### src/rtl/ethernet_ipv4_handler.sv
// Byte-serial Ethernet II + IPv4 receive parser: captures MAC/IP header fields and forwards the IPv4 payload.
// Optional macro IPV4_CHECKSUM_CHECK_EN adds meta_checksum_ok (ones'-complement header checksum verification).
`ifndef INPUTWIDTH
`define INPUTWIDTH 8
`endif

module ethernet_ipv4_handler #(
  parameter int DATA_WIDTH = `INPUTWIDTH
) (
  input  logic                  clk,
  input  logic                  rst_n,
  input  logic [DATA_WIDTH-1:0] s_axis_tdata,
  input  logic                  s_axis_tvalid,
  output logic                  s_axis_tready,
  input  logic                  s_axis_tlast,
  output logic [DATA_WIDTH-1:0] m_axis_tdata,
  output logic                  m_axis_tvalid,
  input  logic                  m_axis_tready,
  output logic                  m_axis_tlast,
  output logic                  meta_valid,
  output logic [47:0]           meta_dst_mac,
  output logic [47:0]           meta_src_mac,
  output logic [31:0]           meta_src_ip,
  output logic [31:0]           meta_dst_ip,
  output logic [7:0]            meta_protocol,
  output logic [15:0]           meta_total_length,
  output logic                  meta_ethertype_ok,
`ifdef IPV4_CHECKSUM_CHECK_EN
  output logic                  meta_checksum_ok,
`endif
  input  logic                  meta_ready
);

  typedef enum logic [1:0] {ETH_HDR, IP_HDR, PAYLOAD, DROP} state_t;

  state_t      state, state_nxt;
  logic [15:0] cnt;
  logic [15:0] pay_len;
  logic [15:0] pay_len_calc;
  logic [15:0] ethertype;
  logic [5:0]  hdr_len;
  logic [3:0]  ihl_eff;
  logic [4:0]  ci;
  logic [7:0]  din;
  logic        accept, meta_ack, hdr_last, pay_last;

  assign din           = s_axis_tdata[7:0];
  assign ci            = cnt[4:0];
  assign s_axis_tready = !meta_valid && (state != PAYLOAD || m_axis_tready || !m_axis_tvalid);
  assign accept        = s_axis_tvalid && s_axis_tready;
  assign meta_ack      = meta_valid && meta_ready;
  assign ihl_eff       = (din[3:0] < 4'd5) ? 4'd5 : din[3:0];
  assign hdr_last      = (cnt == {10'd0, hdr_len} - 16'd1);
  assign pay_len_calc  = meta_total_length - {10'd0, hdr_len};
  assign pay_last      = (cnt == pay_len - 16'd1);
  assign meta_ethertype_ok = (ethertype == 16'h0800);

`ifdef IPV4_CHECKSUM_CHECK_EN
  logic [15:0] csum;
  logic [7:0]  csum_hi;
  logic        csum_done;

  function automatic logic [15:0] ones_add(input logic [15:0] a, input logic [15:0] b);
    logic [16:0] s;
    s = {1'b0, a} + {1'b0, b};
    return s[15:0] + {15'd0, s[16]};
  endfunction

  assign meta_checksum_ok = csum_done && (csum == 16'hFFFF);
`endif

  always_ff @(posedge clk or negedge rst_n) begin
    if (!rst_n) state <= ETH_HDR;
    else        state <= state_nxt;
  end

  always_comb begin
    state_nxt = state;
    if (accept) begin
      if (s_axis_tlast) begin
        state_nxt = ETH_HDR;
      end else begin
        case (state)
          ETH_HDR: if (cnt == 16'd13)
                     state_nxt = ({ethertype[15:8], din} == 16'h0800) ? IP_HDR : DROP;
          IP_HDR:  if (hdr_last)
                     state_nxt = (pay_len_calc == 16'd0) ? DROP : PAYLOAD;
          PAYLOAD: if (pay_last) state_nxt = DROP;
          default: state_nxt = state;
        endcase
      end
    end
  end

  // Header capture: fields are cleared when the record is accepted so truncated frames read 0
  always_ff @(posedge clk or negedge rst_n) begin
    if (!rst_n) begin
      cnt               <= '0;
      pay_len           <= '0;
      ethertype         <= '0;
      hdr_len           <= 6'd20;
      meta_valid        <= 1'b0;
      meta_dst_mac      <= '0;
      meta_src_mac      <= '0;
      meta_src_ip       <= '0;
      meta_dst_ip       <= '0;
      meta_protocol     <= '0;
      meta_total_length <= '0;
`ifdef IPV4_CHECKSUM_CHECK_EN
      csum              <= '0;
      csum_hi           <= '0;
      csum_done         <= 1'b0;
`endif
    end else begin
      if (meta_ack) begin
        meta_valid        <= 1'b0;
        ethertype         <= '0;
        hdr_len           <= 6'd20;
        meta_dst_mac      <= '0;
        meta_src_mac      <= '0;
        meta_src_ip       <= '0;
        meta_dst_ip       <= '0;
        meta_protocol     <= '0;
        meta_total_length <= '0;
`ifdef IPV4_CHECKSUM_CHECK_EN
        csum              <= '0;
        csum_hi           <= '0;
        csum_done         <= 1'b0;
`endif
      end
      if (accept) begin
        if (s_axis_tlast || state_nxt != state) cnt <= '0;
        else if (state != DROP)                 cnt <= cnt + 16'd1;
        case (state)
          ETH_HDR: begin
            if (cnt < 16'd6)        meta_dst_mac[8*(5 - ci) +: 8]  <= din;
            else if (cnt < 16'd12)  meta_src_mac[8*(11 - ci) +: 8] <= din;
            else if (cnt == 16'd12) ethertype[15:8] <= din;
            else                    ethertype[7:0]  <= din;
          end
          IP_HDR: begin
            if (cnt == 16'd0)       hdr_len <= {ihl_eff, 2'b00};
            if (cnt == 16'd2)       meta_total_length[15:8] <= din;
            if (cnt == 16'd3)       meta_total_length[7:0]  <= din;
            if (cnt == 16'd9)       meta_protocol <= din;
            if (cnt >= 16'd12 && cnt < 16'd16) meta_src_ip[8*(15 - ci) +: 8] <= din;
            if (cnt >= 16'd16 && cnt < 16'd20) meta_dst_ip[8*(19 - ci) +: 8] <= din;
            if (hdr_last)           pay_len <= pay_len_calc;
`ifdef IPV4_CHECKSUM_CHECK_EN
            if (!cnt[0]) csum_hi <= din;
            else         csum    <= ones_add(csum, {csum_hi, din});
            if (hdr_last) csum_done <= 1'b1;
`endif
          end
          default: ;
        endcase
        if (s_axis_tlast) meta_valid <= 1'b1;
      end
    end
  end

  // Payload output register: one-cycle latency, held until the consumer takes it
  always_ff @(posedge clk or negedge rst_n) begin
    if (!rst_n) begin
      m_axis_tvalid <= 1'b0;
      m_axis_tlast  <= 1'b0;
      m_axis_tdata  <= '0;
    end else begin
      if (m_axis_tvalid && m_axis_tready) begin
        m_axis_tvalid <= 1'b0;
        m_axis_tlast  <= 1'b0;
      end
      if (accept && state == PAYLOAD) begin
        m_axis_tvalid <= 1'b1;
        m_axis_tdata  <= din;
        m_axis_tlast  <= pay_last || s_axis_tlast;
      end
    end
  end

endmodule

### config.mk
export PLATFORM = sky130hd
export DESIGN_NAME = ethernet_ipv4_handler
export DESIGN_NICKNAME = d
export VERILOG_FILES = /design/src/rtl/ethernet_ipv4_handler.sv
export SDC_FILE = /design/constraint.sdc
export NUM_CORES = 1
export LEC_CHECK = 0
export CORE_MARGIN = 10
export CORE_UTILIZATION = 47
export DETAILED_ROUTE_END_ITERATION = 8
export MAX_ROUTING_LAYER = met4
export PLACE_DENSITY_LB_ADDON = 0.05
export SLEW_MARGIN = 20
export SYNTH_ARGS = -nofsm -noshare
export SYNTH_HDL_FRONTEND = slang
export SYNTH_SLANG_ARGS = --single-unit
### constraint.sdc
create_clock -name clk -period 3.75 [get_ports clk]
set_input_delay 0.75 -clock clk [delete_from_list [all_inputs] [get_ports clk]]
set_output_delay 0.75 -clock clk [all_outputs]
set_load 0.05 [all_outputs]
* Yosys cells after proc, flatten, opt, wreduce, memory -nomap -nowiden *
Index checks and enable logic that the tools add are counted.

storage, ports and cells
  bits in registers = 251
  latch bits = 0
  RAM bits = 0
  bits in read-only memories = 0
  bits of input ports = 14
  output and inout bits = 197
  word-level logic and storage cells = 134
  memories kept = 0

operators by class
  $add $sub $neg = 12
  $mul = 0
  div/mod/pow operators = 0
  order comparisons = 7
  equal/unequal tests = 14
  shift operators = 8
  mux-type cells = 58
  bitwise operators = 0
  reductions and logical operators = 20

operator list
  kind                                                                            count
  48-bit 2-to-1 mux                                                               9
  32-bit 2-to-1 mux                                                               8
  16-bit 2-to-1 mux                                                               10
  32-bit negation with 34-bit output                                              4
  48-bit bitwise mux                                                              2
  8-bit by 34-bit variable shift with 48-bit output (first input constant)        2
  8-bit by 34-bit indexed part select with 48-bit output                          2
  8-bit by 34-bit variable shift with 32-bit output (first input constant)        2
  8-bit by 34-bit indexed part select with 32-bit output                          2
  32-bit bitwise mux                                                              2
  8-bit 2-to-1 mux                                                                8
  16-bit by 4-bit == test with 1-bit output (second input constant)               3
  16-bit by 12-bit == test with 1-bit output (second input constant)              2
  16-bit == test                                                                  2
  16-bit by 2-bit == test with 1-bit output (second input constant)               2
  16-bit zero test                                                                2
  16-bit by 5-bit less-than comparator with 1-bit output (second input constant)  2
  6-bit 2-to-1 mux                                                                4
  16-bit by 1-bit adder with 16-bit output (second input constant)                1
  16-bit by 4-bit >= comparator with 1-bit output (second input constant)         1
  16-bit by 5-bit >= comparator with 1-bit output (second input constant)         1
  16-bit by 3-bit less-than comparator with 1-bit output (second input constant)  1
  16-bit by 4-bit less-than comparator with 1-bit output (second input constant)  1
  16-bit by 1-bit subtractor with 16-bit output (second input constant)           1
  other kinds (21)                                                                45

* Depth between registers and ports, before layout *
Gate-level depths: netlist of the first run.

  word-level depth = 11
  depth in mapped cells = 18
  gate-level depth less buffers = 14

* Worst setup path before layout of the first run *
Ideal clock, no wire load.

  path type = register to register
  from = reg cnt[1]
  to = reg meta_dst_mac[14]
  library setup time = 123 ps
  data arrival time = 3934 ps
  data required time = 3627 ps
  setup slack = -306 ps
  cell stages (with the launch flop) = 15
  buffers on the path = 2
  clock period less this slack = 4056 ps
  path through = dfrtp_1 ha_1 nor3_1 nor2b_1 nand3b_1 ha_1 nor4b_1 nand4_1 or3_1 or4_1 or3_1 buf_2 buf_6 nand3_1 o21ai_1

on the way
  longest elaborated chain between the ends = 7
  elaborated cells between the ends (all ways) = 9
  classes of those cells = add/sub (2); order compare (1); shift (2); mux (4)

RTL lines
  what                                                                                                                                RTL line  text
  from (decl)                                                                                                                         37        logic [15:0] cnt;
  from (signal assigned)                                                                                                              133       else if (state != DROP) cnt <= cnt + 16'd1;
  3-bit by 5-bit subtractor with 6-bit output                                                                                         136       if (cnt < 16'd6) meta_dst_mac[8*(5 - ci) +: 8] <= din;
  32-bit negation with 34-bit output                                                                                                  136
  8-bit by 34-bit indexed part select with 48-bit output / 8-bit by 34-bit variable shift with 48-bit output (equally long branches)  136
  48-bit bitwise mux                                                                                                                  136
  48-bit 2-to-1 mux (*)                                                                                                               136
  48-bit 2-to-1 mux (*)                                                                                                               134       case (state)
  48-bit 2-to-1 mux (*)                                                                                                               131       if (accept) begin
  to (signal, indexed assignment)                                                                                                     136
  to (decl)                                                                                                                           21        output logic [47:0] meta_dst_mac,

Mark *: on every way between the ends. The rest lies on a longest branch, timed or not.
A chain may end at the register's enable or synchronous reset.

* Worst setup path after layout of the first run *
  from = reg cnt[2]
  to = reg meta_dst_mac[8]

Same word-level chain as after synthesis.

==> results.txt, run 1 <==
- Dividing the detail-routed wire length by the instance count gives 20.1 um.
- The filler cells instantiated in the layout total 2440.
* Number of instances in the synthesized netlist: 1444
* Number of buffers created by CTS: 28
* Vias in the first global route: 11200
- Worst-case setup slack after placement: -0.0473 ns
- Synthesis inferred 251 register bits.
- After detailed routing, the number of remaining DRC violations is 0.
* Net count reported at finish: 1707
* N_diodes: 0
- Gr ovfl total: 0
- For this design, the CTS-stage hold fixing added 0 buffers.
- Clk Tree Root Cell: sky130_fd_sc_hd__clkbuf_16
- Measured against its own limit, the worst slew margin works out to 35.2%.
* Y dimension of the die: 187 um
- Summed over its instances, the top area cell type makes up 47.4% of the synthesized netlist area.
- Compared with the post-synthesis result, the final layout area differs by 28.6%.
* Static Leakage: 7.30 nW
- STA classifies the critical path endpoint as a flop.
- For this run, asynchronously set or reset flops after synthesis account for 100%.
- A synthesized cell averages 9.11 um2.
* Number of synthesized flops with an enable pin: 0
- The number of nets in the synthesized netlist is 1512.
* Run status: completed
* Clock Sink Count: 251
- Total area of sequential cells: 6280 um2
- Maximum clock skew at final layout: 0.00963 ns
* # Max-Cap Violations: 0
* Slew @ Worst Pin: 0.965 ns
- Maximum root-to-sink buffer count: 3
- Initial Utilization: 47.5%
- Period Utilization, post-route: 96.7%
- Routability-driven placement congestion ratio: 0.908
- Of all cell types, the one taking the most synthesized area is sky130_fd_sc_hd__dfrtp_1.
- The critical path is of the flop to flop type.
- Hold Fails Final Rpt: 0
- By area the synthesized netlist is led by sky130_fd_sc_hd__dfrtp_1 47%, sky130_fd_sc_hd__nand3_1 7.8%, sky130_fd_sc_hd__o21ai_0 6.8%.
- Startpoint types: flop
* Crit path buf inv count: 1
* Count of yosys warnings during synthesis: 0
- DP Wirelength: 29000 um
* Placed instance area: 15800 um2
* Setup repair after global routing missed its margin: yes
- Die outline width: 187 um
* Maximum number of pins on one net before global-route repair: 95
* Cell Chain, Critical Path: buf_4 > ha_1 > a21oi_4 > xnor2_1 > nand2_1 > ha_1 > nor4b_2 > nand3_1 > or3_1 > or4_1 > or3_4 > nand3_1 > o21ai_1
- Minimum setup slack in the final design: 0.125 ns
- Pre-Repair DR Iteration Count: 5
* Final antenna-violating net count: 0
- Setup violations remaining at the end of the flow were counted as 0.
- Cell with the largest stage delay on the worst path: sky130_fd_sc_hd__or4_1
- Share of final-layout standard cells stronger than drive strength 1: 9.33%
* Antenna violations before repair: 0
* I/O pin count: 211
* Critical path arrival: 4.04 ns
* Synth Cell Area: 13200 um2
* Total number of vias: 11400
- Power per unit of standard cell area: 490 nW/um2
* Worst-path fanout max: 16
- Core area: 27700 um2
- The floorplan has 61 rows.
- Wire length of the first global-routing pass: 65000 um
- CTS built an H-tree with a depth of 1.
- For this run, the total global-route usage over all layers was measured as 23.3%.
- IR analysis of the VDD net gives a maximum drop of 265 uV.
* Area taken by multi-input logic gates: 6410 um2
* DRT Wirelength: 41000 um
* Proportion of synthesized chip area in sequential cells: 47.8%
* Clock tree from TritonCTS: built
- Final cell area excluding filler cells: 16900 um2
- Based on the critical path, the design can be clocked at up to 0.276 GHz.
- Synthesis instantiated 75 different standard cells from the library.
- Cell family contributing the most delay on the critical path: simple AND/OR/NAND/NOR gates
- Area enclosed by the die boundary: 35100 um2
* Top_reg_cell synth: sky130_fd_sc_hd__dfrtp_1
* Min-delay worst type: primary input to asynchronous set/reset pin
* Final critical-path required period: 3.63 ns
- Iteration-0 DRC Markers: 854
* Clock latency on the worst-skew pair: 0.54 ns
* Required time worst endpoint: 4.17 ns
* I/O Buffers: 210
* Largest stage delay on the critical path: 0.48 ns
- Clock transition at the registers of the reported paths: 0.06 ns
- Using the TritonRoute via totals, the vias-per-cell ratio works out to 5.60.
* Final Slew Violations: 0
## where the power goes
group | leakage (nW) | switching (mW) | total [mW] | internal, mW
Sequential | 3.45 | 0.124 | 2.95 | 2.83
Combinational | 3.35 | 1.52 | 2.30 | 0.781
Clock | 0.498 | 1.14 | 3.04 | 1.90
Total | 7.30 | 2.78 | 8.29 | 5.51
## kinds of logic (layout without fill, tap and decap cells)
logic type | Yosys count | count (layout) | synth area share [%]
compound gates | 264 | 264 | 11.8
xor+xnor | 59 | 59 | 3.93
fa+ha+maj | 54 | 54 | 5.19
buf+inv | 140 | 357 | 4.34
flops | 251 | 251 | 47.8
mux | 30 | 30 | 2.31
simple gates | 646 | 646 | 24.7
## metal layers
layer  vias up  track usage [%]  routed length, um
met4         0             4.84                669
met2       301             35.2              18700
met1      5585             32.0              19200
met5         -                -                  0
li1       5478                -                  -
met3        50             4.51               2480
## cell type report
type | count | area share [%]
repair buffers | 262 | 15.1
clock buffers | 42 | 5.00
well taps | 378 | 2.80
flip-flops and latches | 251 | 37.2
clock inverters | 10 | 1.09
inverters | 43 | 0.977
multi-input cells | 1053 | 37.9
## cell usage in the layout (no fill, tap or decap), drive strengths merged, types with 10 or more instances in the layout
master,instances
or4,10
nand3b,15
clkdlybuf4s50,209
inv,42
clkbuf,42
dfrtp,249
xor2,20
nand4,29
nor4b,11
xnor2,39
nor2,56
nor3,28
ha,53
buf,53
nand2,207
a21oi,26
nor4,25
nand2b,10
mux2i,27
nand3,204
o21ai,189
o31ai,10
## flip-flops by register name, indices dropped and copies added, names as in the netlist, 8 cells and up
register	flops
cnt	16
meta_src_ip	32
meta_total_length	16
meta_dst_ip	32
m_axis_tdata	8
meta_src_mac	48
meta_dst_mac	48
ethertype	16
pay_len	16
meta_protocol	8
## synth_stat cells, drive strengths merged (6+ instances only)
master    n
a21oi    26
or4      10
o21ai   189
ha       53
nor4b    11
nand4    29
inv      43
nor4     25
nand3   204
o31ai    10
xor2     20
nor3     28
clkbuf   74
buf      23
nand2b   10
nand4b    6
or3       8
nand2   207
xnor2    39
dfrtp   249
nand3b   15
nor2b     9
nor2     56
mux2i    27
## what timing repair did
item | 4_1_cts | 5_1_grt
resized for setup | 2 | 16
endpoints found under the setup margin | 9 | 89
buffers inserted | 0 | 1
pin swaps | 0 | 1
## stage by stage
stage / setup TNS (ns) / hold WS (ns) / utilization [%] / total power, mW / cells
after floorplan: 0 / 0.454 / - / 4.44 / 1444
after global placement: 0 / 0.463 / 57.0 / 5.21 / 1986
after detailed placement: -0.287 / 0.474 / 57.0 / 5.22 / 1986
after CTS: 0 / 0.122 / 60.7 / 8.27 / 2038
after global routing: -0.116 / 0.146 / 61.0 / 8.67 / 2039
final: 0 / 0.123 / 61.0 / 8.29 / 2039
## worst reg2reg max path, stage by stage, from the launching register on
cell	delay, ns
sky130_fd_sc_hd__dfrtp_1	0.40
sky130_fd_sc_hd__buf_4	0.16
sky130_fd_sc_hd__ha_1	0.25
sky130_fd_sc_hd__a21oi_4	0.20
sky130_fd_sc_hd__xnor2_1	0.19
sky130_fd_sc_hd__nand2_1	0.13
sky130_fd_sc_hd__ha_1	0.32
sky130_fd_sc_hd__nor4b_2	0.27
sky130_fd_sc_hd__nand3_1	0.10
sky130_fd_sc_hd__or3_1	0.36
sky130_fd_sc_hd__or4_1	0.48
sky130_fd_sc_hd__or3_4	0.46
sky130_fd_sc_hd__nand3_1	0.12
sky130_fd_sc_hd__o21ai_1	0.07
## path summary, 6_finish.rpt
check                      slack [ns]       startpoint  cells after the start                to
max                              0.12           cnt[2]                     13   meta_dst_mac[8]
min reg2reg                      0.48  m_axis_tdata[7]                      2   m_axis_tdata[7]
max in group asynchronous        2.75            rst_n                      2  meta_src_mac[42]
min in group clk                 0.48  m_axis_tdata[7]                      2   m_axis_tdata[7]
min                              0.12            rst_n                      1       pay_len[10]
max reg2reg                      0.12           cnt[2]                     13   meta_dst_mac[8]
(Power assumes the default switching activity.)
==> inputs of run 2 (changes only) <==
==> constraint.sdc (replaced) <==
create_clock -name clk -period 4.1 [get_ports clk]
set_input_delay 0.82 -clock clk [delete_from_list [all_inputs] [get_ports clk]]
set_output_delay 0.82 -clock clk [all_outputs]
set_load 0.05 [all_outputs]
==> run 2 against run 1 <==
Clock power down 11%; critical path depth up 1; sequential cell count unchanged; hold slack better by 0.15 ns; design area down 1.2%; power down 11%; via count about the same; global-route usage down 0.30 points; combinational power down 14%; die area unchanged; register-to-register slack better by 0.20 ns; sequential share of layout area up 0.46 points; largest power group is now registers; highest routed layer unchanged.
==> results.txt, run 2 (synthesis gave the netlist of run 1 again) <==
- The flow ran to the end, and the final reports show no timing, DRC or antenna violations.
- Critical path start-end classification: flop to flop
* Worst-case setup slack after placement: 0.176 ns
* Final antenna-violating net count: 0
* Max IR drop VDD: 290 uV
- Destination of the critical timing path: meta_src_mac[46]
- After floorplanning, the core was sized to cover 27700 um2.
- The clock period could shrink to 3.77 ns.
* Startpoint types: flop
- The worst setup path is captured at a flop.
- Top flop regs: meta_dst_mac x48, meta_src_mac x48
- Y dimension of the die: 187 um
- Static Leakage: 7.19 nW
* Most common cell after layout, fill and taps aside: sky130_fd_sc_hd__dfrtp_1
* Total of endpoints with negative setup slack in the final report: 0
- The library cells used most frequently in the layout, excluding fill and tap cells, are 248 x sky130_fd_sc_hd__dfrtp_1, 209 x sky130_fd_sc_hd__clkdlybuf4s50_1, 204 x sky130_fd_sc_hd__nand3_1.
* Iteration-0 DRC Markers: 784
- Entering global routing, the biggest net connects 98 pins.
- The first TritonRoute pass finished after 5 iterations.
- Count of placed standard cells in the final layout, fillers left out: 2024
- After detailed routing, the number of remaining DRC violations is 0.
- Clock Sink Count: 251
- In this run the number of H-tree levels came out at 1.
- Wire per inst: 19.8 um
* Setup Fix Bufs, Post-CTS: 0
- Clock share of power: 36.7%
* DP Wirelength: 28500 um
* Number of placed instances with taps included: 1973
* Period Utilization, post-route: 92.0%
- Setup total negative slack on the finished layout was measured at 0 ns.
- In this run, post-CTS hold repair placed 0 buffers.
- Area growth from synthesis to layout: 27.0%
- Final hold slack: 0.273 ns
* Combinational share of power: 26.7%
- Summed over all layers, the global routing overflow is 0.
- The startpoint identified for the worst register-to-register timing path is cnt[3].
- Data arrives at the worst endpoint at 4.18 ns.
- In the global route stage, overall resource usage came out at 23.0%.
- Setup slack on the worst reg-to-reg path comes out at 0.33 ns.
* Setup repair after global routing missed its margin: no
* Clk Tree Root Cell: sky130_fd_sc_hd__clkbuf_16
- Data on the critical path is required at its endpoint by 4.51 ns.
- Net count reported at finish: 1693
- For the worst flop-to-flop path, the logic depth is 14.
- For this design the top-level I/O count stands at 211.
- Antenna violations before repair: 0
* Minimum setup slack in the final design: 0.329 ns
- N_diodes: 0
* Via count normalized by instance count: 5.64
- The number of hold violations in the final report was 0.
- Clock latency on the worst-skew pair: 0.55 ns
- At the end of the flow the core is filled with cells to 60.3%.
- Switching share of power: 33.7%
* Endpoint of the lowest-slack register-to-register path: meta_src_mac[46]
- I/O Buffers: 210
- DRT Wirelength: 40100 um
* Die outline width: 187 um
- Across the run, the number of max-cap violations was 0.
* Routability-driven placement congestion ratio: 0.905
* Row count: 61
* Maximum clock skew at final layout: 0.0206 ns
- Clock transition at the registers of the reported paths: 0.06 ns
* Number of buffers created by CTS: 28
- Maximum root-to-sink buffer count: 3
- Share of final-layout standard cells stronger than drive strength 1: 8.20%
- Vias in the first global route: 11300
* Worst max-slew margin expressed relative to the limit: 29.5%
- Clock tree from TritonCTS: built
- For this design the ratio of total power to cell area is 444 nW/um2.
- The final route contains 11400 vias.
- At the pin with the least slew margin, the transition time is 1.05 ns.
- The first global-routing pass estimated 64300 um of wire.
* Worst-path fanout max: 16
- Net switching power of the design: 2.50 mW
* Sequential fraction of design power: 36.6%
* Final Slew Violations: 0
- Min-delay worst type: primary input to asynchronous set/reset pin
- Tracing the worst setup path back leads to its startpoint at cnt[3].
* Initial Utilization: 47.5%
* Area enclosed by the die boundary: 35100 um2
- The internal power of the cells totals 4.92 mW.
* Maximum clock frequency: 0.265 GHz
run 2: how the worst min path moves through the flow:
stage,end,cells past startpoint,startpoint
after global placement,m_axis_tdata[7],2,m_axis_tdata[7]
after floorplan,ethertype[11],2,ethertype[11]
after global routing,pay_len[12],1,rst_n
final,pay_len[12],1,rst_n
after detailed placement,m_axis_tdata[2],2,m_axis_tdata[2]
after CTS,pay_len[4],1,rst_n
run 2: worst max-delay path, cell delays in order (launching register included):
cell and delay (ns):
sky130_fd_sc_hd__dfrtp_1 0.47, sky130_fd_sc_hd__buf_4 0.21, sky130_fd_sc_hd__ha_1 0.19, sky130_fd_sc_hd__xnor2_1 0.13, sky130_fd_sc_hd__buf_4 0.15, sky130_fd_sc_hd__nand4_1 0.13, sky130_fd_sc_hd__inv_1 0.12, sky130_fd_sc_hd__nand2_1 0.06
sky130_fd_sc_hd__ha_1 0.28, sky130_fd_sc_hd__or4b_2 0.60, sky130_fd_sc_hd__nor3_1 0.15, sky130_fd_sc_hd__nand4_1 0.13, sky130_fd_sc_hd__or4_1 0.70, sky130_fd_sc_hd__nand3_1 0.18, sky130_fd_sc_hd__o21ai_0 0.10
run 2: through the flow:
stage | cell area (um2) | power, mW
final | 16700 | 7.42
after global routing | 16700 | 7.77
after CTS | 16700 | 7.44
after detailed placement | 15700 | 4.72
after global placement | 15700 | 4.71
after floorplan | 13200 | 4.05
run 2: power by group through the flow:
stage | registers (mW) | logic [mW] | clock network [mW]
finish | 2.72 | 1.98 | 2.72
global route | 2.73 | 2.18 | 2.86
CTS | 2.71 | 1.97 | 2.75
detailed placement | 2.76 | 1.96 | 0
global placement | 2.75 | 1.95 | 0
floorplan | 2.98 | 1.06 | 0
run 2: timing repair:
action                                  4_1_cts  5_1_grt
endpoints found under the setup margin        0       72
endpoints found under the hold margin         0        0
gates resized for setup                       0       10
run 2: cell type report:
class | count | area (um2)
inverter | 43 | 161
clock inverter | 11 | 164
clock buffer | 40 | 837
fill | 2421 | 11000
multi-input combinational | 1053 | 6340
tap | 378 | 473
timing repair buffer | 248 | 2440
sequential | 251 | 6280
run 2: per-layer routing:
layer | wire, um | global-route usage, % | part of all wire (%) | vias up
li1 | - | - | - | 5456
met1 | 18300 | 30.4 | 46 | 5598
met2 | 18600 | 36.1 | 46 | 314
met3 | 2470 | 4.62 | 6.2 | 52
met4 | 666 | 4.81 | 1.7 | 0
met5 | 0 | - | 0 | -
==> inputs of run 3 (changes only) <==
--- a/config.mk
+++ b/config.mk
@@ -8,9 +8,10 @@
 export CORE_MARGIN = 10
 export CORE_UTILIZATION = 47
 export DETAILED_ROUTE_END_ITERATION = 8
+export GPL_TIMING_DRIVEN = 1
 export MAX_ROUTING_LAYER = met4
 export PLACE_DENSITY_LB_ADDON = 0.05
-export SLEW_MARGIN = 20
+export SKIP_CTS_REPAIR_TIMING = 1
 export SYNTH_ARGS = -nofsm -noshare
 export SYNTH_HDL_FRONTEND = slang
 export SYNTH_SLANG_ARGS = --single-unit
==> run 3 against run 2 <==
Via count is essentially flat; core utilization is essentially flat; register-to-register slack lost 0.04 ns; count of clock-buffer cells in the layout is the same; die area is the same; critical endpoint is now meta_dst_mac[13]; largest power group is now the clock network; sequential share of layout area is essentially flat; combinational power is essentially flat; global-route usage is the same; critical path depth shrank 1; clock power is essentially flat; clock skew is essentially flat.
==> results.txt, run 3 (synthesis gave the netlist of run 1 again) <==
- Net count reported at finish: 1693
- In this run the critical register-to-register path is launched from cnt[2].
- Clock tree from TritonCTS: built
- Once placement completed, the tool counted placed cells totaling 1973.
- Routability-driven placement congestion ratio: 0.905
- Min-delay worst type: primary input to asynchronous set/reset pin
* Maximum clock frequency: 0.262 GHz
- Leaving out fill and tap cells, the most frequent cells in the layout are 249 x sky130_fd_sc_hd__dfrtp_1, 209 x sky130_fd_sc_hd__clkdlybuf4s50_1, 204 x sky130_fd_sc_hd__nand3_1.
- Summed over all layers, the routed wires come to 40100 um.
- Final critical-path required period: 3.81 ns
* Via count normalized by instance count: 5.64
- During placement, the flow inserted port buffers numbering 210.
- Final Slew Violations: 0
- Entering global routing, the biggest net connects 98 pins.
* Area taken by multi-input logic gates: 6340 um2
* Count of placed standard cells in the final layout, fillers left out: 2024
* Total number of vias: 11400
* Startpoint types: flop
- Maximum root-to-sink buffer count: 3
* DP Wirelength: 28500 um
- Setup repair after global routing missed its margin: no
- Wire length of the first global-routing pass: 64300 um
- Detailed-route DRC error count: 0
* Total area of sequential cells: 6280 um2
* Destination of the critical timing path: meta_dst_mac[13]
- Counting the buffers created by CTS gives 28.
- Final antenna-violating net count: 0
- Worst-case setup slack after placement: 0.176 ns
* Clk Tree Root Cell: sky130_fd_sc_hd__clkbuf_16
- Total negative slack for setup checks: 0 ns
* Die outline width: 187 um
* Clock transition at the registers of the reported paths: 0.06 ns
- Vias in the first global route: 11300
- Clock latency on the worst-skew pair: 0.55 ns
- The area growth from synthesis to layout is 27.0%.
- Placed instance area: 15700 um2
- The endpoint identified for the worst register-to-register timing path is meta_dst_mac[13].
- Across the run, the number of max-cap violations was 0.
- Static Leakage: 7.19 nW
* Initial Utilization: 47.5%
* Maximum clock skew at final layout: 0.0207 ns
* Run status: completed
* I/O pin count: 211
- Worst-path fanout max: 16
- In this run the tightest slew margin relative to its limit is 20.8%.
- Clock Sink Count: 251
* Power per unit of standard cell area: 444 nW/um2
- Wire per inst: 19.8 um
- Iteration-0 DRC Markers: 781
- Antenna violations before repair: 0
- Gr ovfl total: 0
* Slew @ Worst Pin: 1.18 ns
- Area enclosed by the die boundary: 35100 um2
- Critical path arrival: 4.24 ns
- N_diodes: 0
- Across all setup checks in the final design, the least slack found is 0.288 ns.
- The setup path with the least slack is of type flop to flop.
- Launch point of the critical path: cnt[2]
- STA classifies the critical path endpoint as a flop.
- The largest registers in the layout are meta_dst_mac x48, meta_src_mac x48.
- The layout has 2422 filler cells.
- Required time worst endpoint: 4.53 ns
- Maximum level of the CTS H-tree: 1
- The pre-antenna-repair detailed-routing pass consisted of 5 iterations.
- Global router's overall resource usage: 23.0%
- Row count: 61
* Total of endpoints with negative setup slack in the final report: 0
* Final cell area excluding filler cells: 16700 um2
- Core area: 27700 um2
- Cell depth of the worst flop-to-flop path: 13
- Leaving out fill and tap cells, the most frequent cell in the layout is sky130_fd_sc_hd__dfrtp_1.
- Of the cells placed in the final design, the portion with a size suffix greater than 1 is 8.14%.
* Reg-to-reg slack, setup: 0.29 ns
* Period Utilization, post-route: 93.0%
- Y dimension of the die: 187 um
* Hold Fails Final Rpt: 0
* Max IR drop VDD: 290 uV
-- run 3: cell counts in the layout (fill, tap and decap cells not counted) --
No cell type changed its count.
-- run 3: worst max-delay path, stage by stage, from the launching register on --
cell                      delay [ns]
sky130_fd_sc_hd__dfrtp_1        0.53
sky130_fd_sc_hd__inv_1          0.18
sky130_fd_sc_hd__ha_1           0.25
sky130_fd_sc_hd__a21oi_1        0.24
sky130_fd_sc_hd__xnor2_1        0.21
sky130_fd_sc_hd__nand2_1        0.12
sky130_fd_sc_hd__ha_1           0.31
sky130_fd_sc_hd__nor4b_1        0.29
sky130_fd_sc_hd__nand3_1        0.10
sky130_fd_sc_hd__or3_1          0.36
sky130_fd_sc_hd__or4_1          0.47
sky130_fd_sc_hd__or3_4          0.45
sky130_fd_sc_hd__nand3_1        0.11
sky130_fd_sc_hd__o21ai_1        0.07
-- run 3: how the worst min path moves through the flow --
| stage | from | to | slack [ns] | depth (start not counted) |
|---|---|---|---|---|
| 6_report | rst_n | pay_len[12] | 0.27 | 1 |
| 5_1_grt | rst_n | pay_len[12] | 0.32 | 1 |
| 4_1_cts | rst_n | pay_len[4] | 0.33 | 1 |
| 3_5_place_dp | m_axis_tdata[2] | m_axis_tdata[2] | 0.47 | 2 |
| 3_3_place_gp | m_axis_tdata[7] | m_axis_tdata[7] | 0.47 | 2 |
| 2_1_floorplan | ethertype[11] | ethertype[11] | 0.46 | 2 |
-- run 3: report_power, final --
group          internal, mW  switching [mW]
Clock                  1.67            1.05
Combinational         0.665            1.32
Sequential             2.59           0.126
Total                  4.92            2.50
-- run 3: metrics by stage --
step	hold slack [ns]	utilization, %	power, mW
after floorplan	0.461	-	4.05
after global placement	0.465	56.6	4.71
final	0.273	60.3	7.42
after global routing	0.324	60.3	7.77
after detailed placement	0.474	56.6	4.72
after CTS	0.329	60.2	7.44
-- run 3: per-layer routing --
| layer | up-vias | routed length (um) | GRT usage, % |
|---|---|---|---|
| met5 | - | 0 | - |
| met4 | 0 | 663 | 4.81 |
| met3 | 50 | 2510 | 4.62 |
| met2 | 322 | 18600 | 36.1 |
| met1 | 5598 | 18300 | 30.4 |
| li1 | 5455 | - | - |
-- run 3: area by class of cell --
cell class / instances / area share (%)
clock buffers: 40 / 5.01
clock inverters: 11 / 0.981
inverters: 43 / 0.967
multi-input cells: 1053 / 38.0
flip-flops and latches: 251 / 37.6
well taps: 378 / 2.83
repair buffers: 248 / 14.6
